## src/rtl/store_buffer.sv

```systemverilog
// Posted-write store buffer between the memory stage and a single-port data memory.
// Stores drain one per cycle when loads leave the port free; loads forward from pending stores.
module store_buffer #(
    parameter int n      = 32,
    parameter int DEPTH  = 4,
    parameter int WSHIFT = 5
) (
    input  logic         clk,
    input  logic         rst_n,
    input  logic         st_valid,
    output logic         st_ready,
    input  logic [n-1:0] st_addr,
    input  logic [n-1:0] st_data,
    input  logic         ld_req,
    input  logic [n-1:0] ld_addr,
    output logic [n-1:0] ld_data,
    output logic         ld_hit,
    input  logic         fence,
    output logic         busy,
    output logic         mem_we,
    output logic [n-1:0] mem_addr,
    output logic [n-1:0] mem_wdata,
    input  logic [n-1:0] mem_rdata
);

    localparam int PW = $clog2(DEPTH);
    localparam int CW = PW + 1;

    logic [n-1:0]  r_addr [DEPTH];
    logic [n-1:0]  r_data [DEPTH];
    logic [PW-1:0] r_head;
    logic [PW-1:0] r_tail;
    logic [CW-1:0] r_count;

    logic          w_enq;
    logic          w_drain;
    logic          w_hit;
    logic [n-1:0]  w_fwd;
    logic [PW-1:0] w_idx;

    // DEPTH is a power of two, so the top count bit alone signals "full".
    assign st_ready = !r_count[PW] && !fence;
    assign busy     = (r_count != '0);
    assign w_enq    = st_valid && st_ready;
    assign w_drain  = busy && (!ld_req || fence);

    assign mem_we    = w_drain;
    assign mem_addr  = w_drain ? r_addr[r_head] : ld_addr;
    assign mem_wdata = r_data[r_head];

    assign ld_hit  = w_hit;
    assign ld_data = w_hit ? w_fwd : mem_rdata;

    // Scan oldest to youngest so the youngest matching entry wins.
    always_comb begin
        w_hit = 1'b0;
        w_fwd = '0;
        w_idx = r_head;
        for (int i = 0; i < DEPTH; i++) begin
            w_idx = r_head + PW'(i);
            if ((CW'(i) < r_count) &&
                (r_addr[w_idx][n-1:WSHIFT] == ld_addr[n-1:WSHIFT])) begin
                w_hit = 1'b1;
                w_fwd = r_data[w_idx];
            end
        end
    end

    always_ff @(posedge clk) begin
        if (w_enq) begin
            r_addr[r_tail] <= st_addr;
            r_data[r_tail] <= st_data;
        end
    end

    always_ff @(posedge clk or negedge rst_n) begin
        if (!rst_n) begin
            r_head  <= '0;
            r_tail  <= '0;
            r_count <= '0;
        end else begin
            if (w_enq) begin
                r_tail <= r_tail + 1'b1;
            end
            if (w_drain) begin
                r_head <= r_head + 1'b1;
            end
            r_count <= r_count + CW'(w_enq) - CW'(w_drain);
        end
    end

endmodule

```

## config.mk

```make
export PLATFORM = sky130hd
export DESIGN_NAME = store_buffer
export DESIGN_NICKNAME = d
export VERILOG_FILES = /design/src/rtl/store_buffer.sv
export SDC_FILE = /design/constraint.sdc
export NUM_CORES = 1
export LEC_CHECK = 0
export CAP_MARGIN = 10
export CORE_MARGIN = 4
export CORE_UTILIZATION = 47
export CTS_CLUSTER_DIAMETER = 100
export DETAILED_ROUTE_END_ITERATION = 7
export GPL_TIMING_DRIVEN = 0
export PLACE_DENSITY_LB_ADDON = 0.25
export SETUP_SLACK_MARGIN = 0.2
export SLEW_MARGIN = 30
export SYNTH_ARGS = -nofsm -noshare
export SYNTH_HDL_FRONTEND = slang
export SYNTH_SLANG_ARGS = --single-unit
export TNS_END_PERCENT = 5
```

## constraint.sdc

```tcl
create_clock -name clk -period 10.3 [get_ports clk]
set_clock_uncertainty 0.2 [all_clocks]
set_input_delay 1.545 -clock clk [delete_from_list [all_inputs] [get_ports clk]]
set_output_delay 1.545 -clock clk [all_outputs]
set_load 0.01 [all_outputs]
```

==> summary.txt, run 1 <==
Run status
  • Status: complete, no violations

Synthesis
  • Netlist area before placement: 17700 um^2
  • Number of synthesized flops with an enable pin: 256
  • Avg Cell Area, Syn: 11.2 um^2
  • Cells after synthesis: 1579
  • Syn nets: 1721
  • Top cell type's share of synthesized area: 0.434
  • Post-synth top area cell: edfxtp_1
  • Async SR Flop Fraction: 0.0266
  • Post-synthesis cell type count: 69
  • Number of synthesized register bits: 263
  • Synth Flop Type: edfxtp_1
  • Synth area leaders: edfxtp_1, mux2i_1, mux4_2
  • Sequential share of the synthesized area: 0.444
  • Count of synthesis-stage warnings from yosys: 0

Clocking
  • Clk_lat worst skew: 0.58 ns
  • Number of gates resized after CTS: 0
  • Hold_buf cts: 0
  • Worst-path clk slew: 0.05 ns
  • Htree depth: 1
  • Clk sink count: 263
  • TritonCTS buffer count: 31
  • CTS tree: done
  • Clock root buffer: clkbuf_16
  • Maximum clock path buffer count: 3
  • Total setup buffers inserted after CTS: 0

Layout
  • Fin util: 0.586
  • Fillers: 3167
  • Most frequent cells in the layout: edfxtp_1, clkdlybuf4s50_1, nand2_1
  • Area delta synth->final: 21.8%
  • Area of the multi-input gates: 8790 um^2
  • Final cell count without fillers: 2359
  • Ratio of cells with drive above 1 in the final layout: 0.175
  • Fin nets: 1971
  • Most common cell after layout, fill and taps aside: edfxtp_1
  • Reg area: 7860 um^2

Critical path
  • Critical setup path kind: flip-flop to output port
  • Setup crit end kind: output port
  • CP Data Required Time: 8.56 ns
  • Crit path launch type: flip-flop
  • Worst-path maximum fanout: 10
  • WP data arrival: 6.05 ns

Global routing
  • Vias in the first global route: 15100
  • First-pass GRT wire length: 96.3 mm
  • Total grt overflow: 0
  • Initial antenna violation count: 4
  • Total track usage: 0.305
  • Largest net degree at the start of global routing: 39

Timing
  • # setup viols final: 0
  • Worst Max-Slew Pin Slew: 1.02 ns
  • Period utilization: 0.756
  • Tmin final: 7.79 ns
  • Worst slew margin: 0.319
  • TNS Setup: 0 ns
  • Unrepaired setup endpoints after global routing: no
  • Fin. Hold Viols: 0
  • Max Clk Rate: 0.128 GHz
  • Fin. max-slew vios: 0

Drt
  • TritonRoute pass-1 iters: 5
  • Routed vias: 15100
  • Met2 WL: 29.3 mm
  • DR top layer: met5
  • DR WL/cell: 27.4 um
  • M1 WL: 27.2 mm
  • Final WL: 64.7 mm
  • DR WL met3: 5.78 mm
  • Antenna Nets Post-Route: 0
  • DRC: 0
  • Initial DRC Count: 1821
  • Vias/cell: 6.41

Floorplan
  • # IOs: 233
  • Die W: 202 um
  • Die span in y: 202 um
  • Initial core utilization: 0.481
  • Cell row count: 70
  • Die area: 40900 um^2
  • Core ar.: 36900 um^2

Placed design
  • Gpl congestion: 1.01
  • Port-buffer cells: 212
  • Dpl cells: 2299
  • Hpwl dp: 46.9 mm

Hold path
  • Worst min path class: flip-flop to flip-flop

Power
  • Maximum vdd drop: 0.139 mV
  • Pwr Density: 256 nW/um^2
  • Leakage: 7.97 nW

Job
  • Max-cap violations: 0
critical path, cell delays in order, from the launching register on:
cell and delay (ns):
dfrtp_1 0.36, buf_6 0.14, buf_8 0.19, buf_8 0.18
buf_6 0.18, buf_4 0.30, buf_2 0.42, mux2i_1 0.13
mux2i_1 0.17, o2111ai_1 0.29, a2111oi_1 0.96, and4_1 0.35
buf_2 0.25, clkbuf_1 0.47, a41o_1 0.17, o21ai_1 0.11
a22oi_2 0.18, clkdlybuf4s50_1 0.58
Yosys cell counts, types with 32 or more instances:
library cell and instances:
edfxtp_1 256, nand2_1 178, mux2i_1 152, o21ai_0 128, mux2_2 88, inv_1 83, xnor2_1 66, clkbuf_1 62
mux4_2 53, a21oi_1 41, a22oi_1 39, a2111oi_0 36, or2_2 35, o21ai_1 33, a22oi_2 32, a41o_1 32
report_power, final:
group	total [mW]	internal (mW)	switching [mW]
Clock	1.06	0.623	0.442
Sequential	1.32	1.27	0.0466
Combinational	3.16	1.31	1.85
Total	5.54	3.20	2.34
metal layers:
layer,vias up,track usage
met5,-,0
met4,6,0.0909
met3,178,0.0521
met2,951,0.485
met1,7492,0.433
li1,6505,-
cells by family (layout without fill, tap and decap cells):
family,count (synthesis),after routing,share of synthesized area
xor+xnor,82,82,0.0405
buf+inv,233,506,0.0614
simple gates,298,298,0.0765
flops,263,263,0.444
mux,297,297,0.212
fa+ha+maj,9,9,0.00678
compound gates,397,397,0.160
other cells,0,3,0
registers in the layout (all words and copies together) (netlist names):
register / flops
r_count: 3
r_addr: 128
r_data: 128
r_head: 2
r_tail: 2
path summary, 6_finish.rpt:
kind	start	to	slack (ns)	cells past startpoint
max	r_head[1]$_DFFE_PN0P_	ld_data[19]	2.51	17
min	r_count[0]$_DFF_PN0_	r_count[0]$_DFF_PN0_	0.32	1
max reg2reg	r_head[0]$_DFFE_PN0P_	r_head[1]$_DFFE_PN0P_	5.78	12
min reg2reg	r_count[0]$_DFF_PN0_	r_count[0]$_DFF_PN0_	0.32	1
max in group asynchronous	rst_n	r_head[1]$_DFFE_PN0P_	8.53	1
min in group asynchronous	rst_n	r_tail[1]$_DFFE_PN0P_	1.07	1
area by class of cell:
class	instances	share of cell area
sequential	263	0.364
clock inverter	18	0.00776
multi-input combinational	1083	0.407
timing repair buffer	217	0.104
clock buffer	38	0.0371
inverter	86	0.0150
buffer	147	0.0354
tap	504	0.0292
antenna	3	0.000348
metrics by stage:
stage	hold WS (ns)	worst slack (ns)	instance area, um^2	total power [mW]
after floorplan	0.278	4.38	17700	3.24
after global placement	0.292	2.75	20500	4.39
after detailed placement	0.311	2.76	20600	4.41
after CTS	0.324	2.66	21600	5.49
after global routing	0.331	2.43	21600	5.76
final	0.324	2.51	21600	5.54
No activity file was read; power rests on OpenSTA's default activity.
==> inputs of run 2 (changes only) <==
==> constraint.sdc (replaced) <==
create_clock -name clk -period 7.4 [get_ports clk]
set_clock_uncertainty 0.2 [all_clocks]
set_input_delay 1.11 -clock clk [delete_from_list [all_inputs] [get_ports clk]]
set_output_delay 1.11 -clock clk [all_outputs]
set_load 0.01 [all_outputs]
==> run 2 against run 1 <==
Against the previous run:
- total power increased by 39%
- clock power increased by 41%
- wire length about the same
- first-iteration DRC count increased by 3.6%
- hold slack got worse by 0.0016 ns
- via count decreased by 0.13%
- global-route usage about the same
- combinational power increased by 39%
- utilization about the same
- die area unchanged
- worst setup slack got worse by 2.3 ns
- critical path depth unchanged
- critical endpoint is now ld_data[30]
- highest routed layer unchanged
==> summary.txt, run 2 (synthesis results as in run 1) <==
Run status
  • Status: complete, no violations

Timing
  • Worst slew margin: 0.304 (-0.0150)
  • TNS Setup: 0 ns (unchanged)
  • Max Clk Rate: 0.140 GHz
  • Fin. Hold Viols: 0 (unchanged)
  • Hold slack: 0.322 ns (-0.00156 ns)
  • Period utilization: 0.968
  • Unrepaired setup endpoints after global routing: yes
  • Worst Max-Slew Pin Slew: 1.04 ns (+0.0226 ns)
  • Tmin final: 7.16 ns
  • # setup viols final: 0 (unchanged)
  • Fin. max-slew vios: 0 (unchanged)

Global routing
  • Total track usage: 0.305 (about the same)
  • First-pass GRT wire length: 96.4 mm (about the same)
  • Met1 usage: 0.433 (+0.000629)
  • Gr busiest metal: met2
  • Met3 GRT Util: 0.0517 (-0.000481)
  • Vias in the first global route: 15100 (+0.13%)
  • Initial antenna violation count: 4 (unchanged)
  • GRT met2 Usage: 0.485 (about the same)
  • Total grt overflow: 0 (unchanged)
  • Largest net degree at the start of global routing: 39 (unchanged)

Floorplan
  • Die W: 202 um (unchanged)
  • # IOs: 233 (unchanged)
  • Die area: 40900 um^2 (unchanged)
  • Die span in y: 202 um (unchanged)
  • Cell row count: 70 (unchanged)
  • Core ar.: 36900 um^2 (unchanged)
  • Initial core utilization: 0.481 (unchanged)

Critical path
  • R2R Path Start: r_head[0]$_DFFE_PN0P_
  • Critical setup path kind: flip-flop to output port
  • Worst-path maximum fanout: 10 (unchanged)
  • Setup crit end kind: output port
  • CP cell instances: buf_6 -> buf_8 -> buf_8 -> buf_6 -> buf_4 -> buf_2 -> mux2i_1 -> nor2_1 -> a2111oi_0 -> o211ai_1 -> nand3_1 -> clkbuf_1 -> clkbuf_1 -> a41o_1 -> o21ai_1 -> a22oi_2 -> clkdlybuf4s50_1
  • WP data arrival: 5.85 ns (-0.20 ns)
  • Crit path launch type: flip-flop
  • Worst setup path startpoint: r_head[1]$_DFFE_PN0P_
  • Max incr delay on CP: 0.58 ns (-0.38 ns)
  • CP Data Required Time: 6.09 ns (-2.47 ns)
  • Crit path buffers/inverters: 9 (unchanged)
  • Top delay family on crit path: buffers and inverters
  • Slowest-stage cell, CP: clkdlybuf4s50_1

Clocking
  • Maximum clock path buffer count: 3 (unchanged)
  • Clk_lat worst skew: 0.59 ns (about the same)
  • CTS tree: done
  • Total setup buffers inserted after CTS: 0 (unchanged)
  • Clk sink count: 263 (unchanged)
  • Clock root buffer: clkbuf_16
  • TritonCTS buffer count: 31 (unchanged)
  • Htree depth: 1 (unchanged)
  • Worst-path clk slew: 0.06 ns (about the same)

Drt
  • DR WL/cell: 27.4 um (about the same)
  • DRC: 0 (unchanged)
  • Vias/cell: 6.41 (about the same)
  • Final WL: 64.6 mm (about the same)
  • TritonRoute pass-1 iters: 6 (+1)
  • Initial DRC Count: 1886 (+3.6%)
  • Antenna Nets Post-Route: 0 (unchanged)
  • Routed vias: 15100 (-0.13%)

Layout
  • Final cell count without fillers: 2358 (-0.042%)
  • Area delta synth->final: 21.9% (about the same)
  • Ratio of cells with drive above 1 in the final layout: 0.178 (+0.00216)
  • Most frequent cells in the layout: edfxtp_1, clkdlybuf4s50_1, nand2_1
  • Most common cell after layout, fill and taps aside: edfxtp_1
  • Registers with the most flip-flops: r_addr x128, r_data x128, r_count x3
  • Fin util: 0.586 (about the same)
  • Fin nets: 1971 (unchanged)

Hold path
  • HP Start: r_count[0]$_DFF_PN0_
  • Worst min path class: flip-flop to flip-flop

Job
  • Max-cap violations: 0 (unchanged)

Placed design
  • Port-buffer cells: 212 (unchanged)
  • Dpl cells: 2299 (unchanged)
  • Hpwl dp: 46.9 mm (unchanged)
  • Gpl congestion: 1.01 (unchanged)

Power
  • Pint: 4.46 mW (+39%)
  • Gate power share: 0.570 (about the same)
  • Register share of total power: 0.238 (about the same)
  • P_sw: 3.26 mW (+40%)
  • Pwr Density: 357 nW/um^2 (+39%)
  • Maximum vdd drop: 0.193 mV (+39%)
  • Clock power frac: 0.192 (about the same)
  • Total Power: 7.72 mW (+39%)
  • Leakage: 7.98 nW (+0.17%)
  • Sw Ratio: 0.423 (+0.000512)
[run 2: changes by cell type in the layout (fill, tap and decap cells not counted), sizes merged]
cell | before | now
clkbuf | 100 | 99
clkdlybuf4s15 | 0 | 1
diode | 3 | 2
[run 2: path summary, 6_finish.rpt]
path                                               to  slack, ns  cells after the start
worst max-delay path                      ld_data[30]       0.24                     17
worst min-delay path             r_count[0]$_DFF_PN0_       0.32                      1
worst max register to register  r_head[1]$_DFFE_PN0P_       2.87                     12
worst min register to register   r_count[0]$_DFF_PN0_       0.32                      1
max in group asynchronous       r_head[1]$_DFFE_PN0P_       6.07                      1
min in group asynchronous       r_tail[1]$_DFFE_PN0P_       0.63                      1
[run 2: what timing repair did]
item / 4_1_cts / 5_1_grt
hold buffers: 0 / 0
hold endpoints to repair: 0 / 0
endpoints found under the setup margin: 1 / 22
gates resized for setup: 1 / 8
[run 2: layout make-up]
| type | count | area, um^2 |
|---|---|---|
| Fill cell | 3163 | 15300 |
| Multi-Input combinational cell | 1083 | 8800 |
| Sequential cell | 263 | 7860 |
| Timing Repair Buffer | 217 | 2240 |
| Clock buffer | 38 | 802 |
| Buffer | 147 | 774 |
| Tap cell | 504 | 631 |
| Inverter | 86 | 324 |
| Clock inverter | 18 | 168 |
| Antenna cell | 2 | 5.00 |
[run 2: per-layer routing]
metal	routed length (um)	part of all wire	vias to the layer above
met4	2310	0.036	6
met2	29200	0.45	940
met3	5930	0.092	175
li1	-	-	6504
met5	44	0.00068	-
met1	27200	0.42	7488
[run 2: stage by stage]
stage	worst slack [ns]	area (um^2)
global route	0.149	21600
finish	0.236	21600
detailed placement	0.732	20600
floorplan	2.35	17700
global placement	0.636	20500
CTS	0.325	21600
[run 2: power by group through the flow]
| stage | combinational [mW] | clock, mW | sequential [mW] |
|---|---|---|---|
| floorplan | 2.67 | 0 | 1.85 |
| global placement | 4.25 | 0 | 1.87 |
| detailed placement | 4.27 | 0 | 1.86 |
| CTS | 4.31 | 1.50 | 1.83 |
| global route | 4.62 | 1.56 | 1.84 |
| finish | 4.40 | 1.49 | 1.83 |
[run 2: worst reg2reg max path: cells and delay by family, from the launching register on]
family / cells / cell delay (ns)
buffers and inverters: 10 / 3.47
AND/OR/NAND/NOR: 1 / 0.14
XOR/XNOR: 1 / 0.18
flip-flops: 1 / 0.35
==> inputs of run 3 (changes only) <==
--- a/config.mk
+++ b/config.mk
@@ -5,6 +5,7 @@
 export SDC_FILE = /design/constraint.sdc
 export NUM_CORES = 1
 export LEC_CHECK = 0
+export ABC_CLOCK_PERIOD_IN_PS = 7400
 export CAP_MARGIN = 10
 export CORE_MARGIN = 4
 export CORE_UTILIZATION = 47
==> results of run 3 <==
No change in the layout: final DEF, timing and power equal those of run 2.
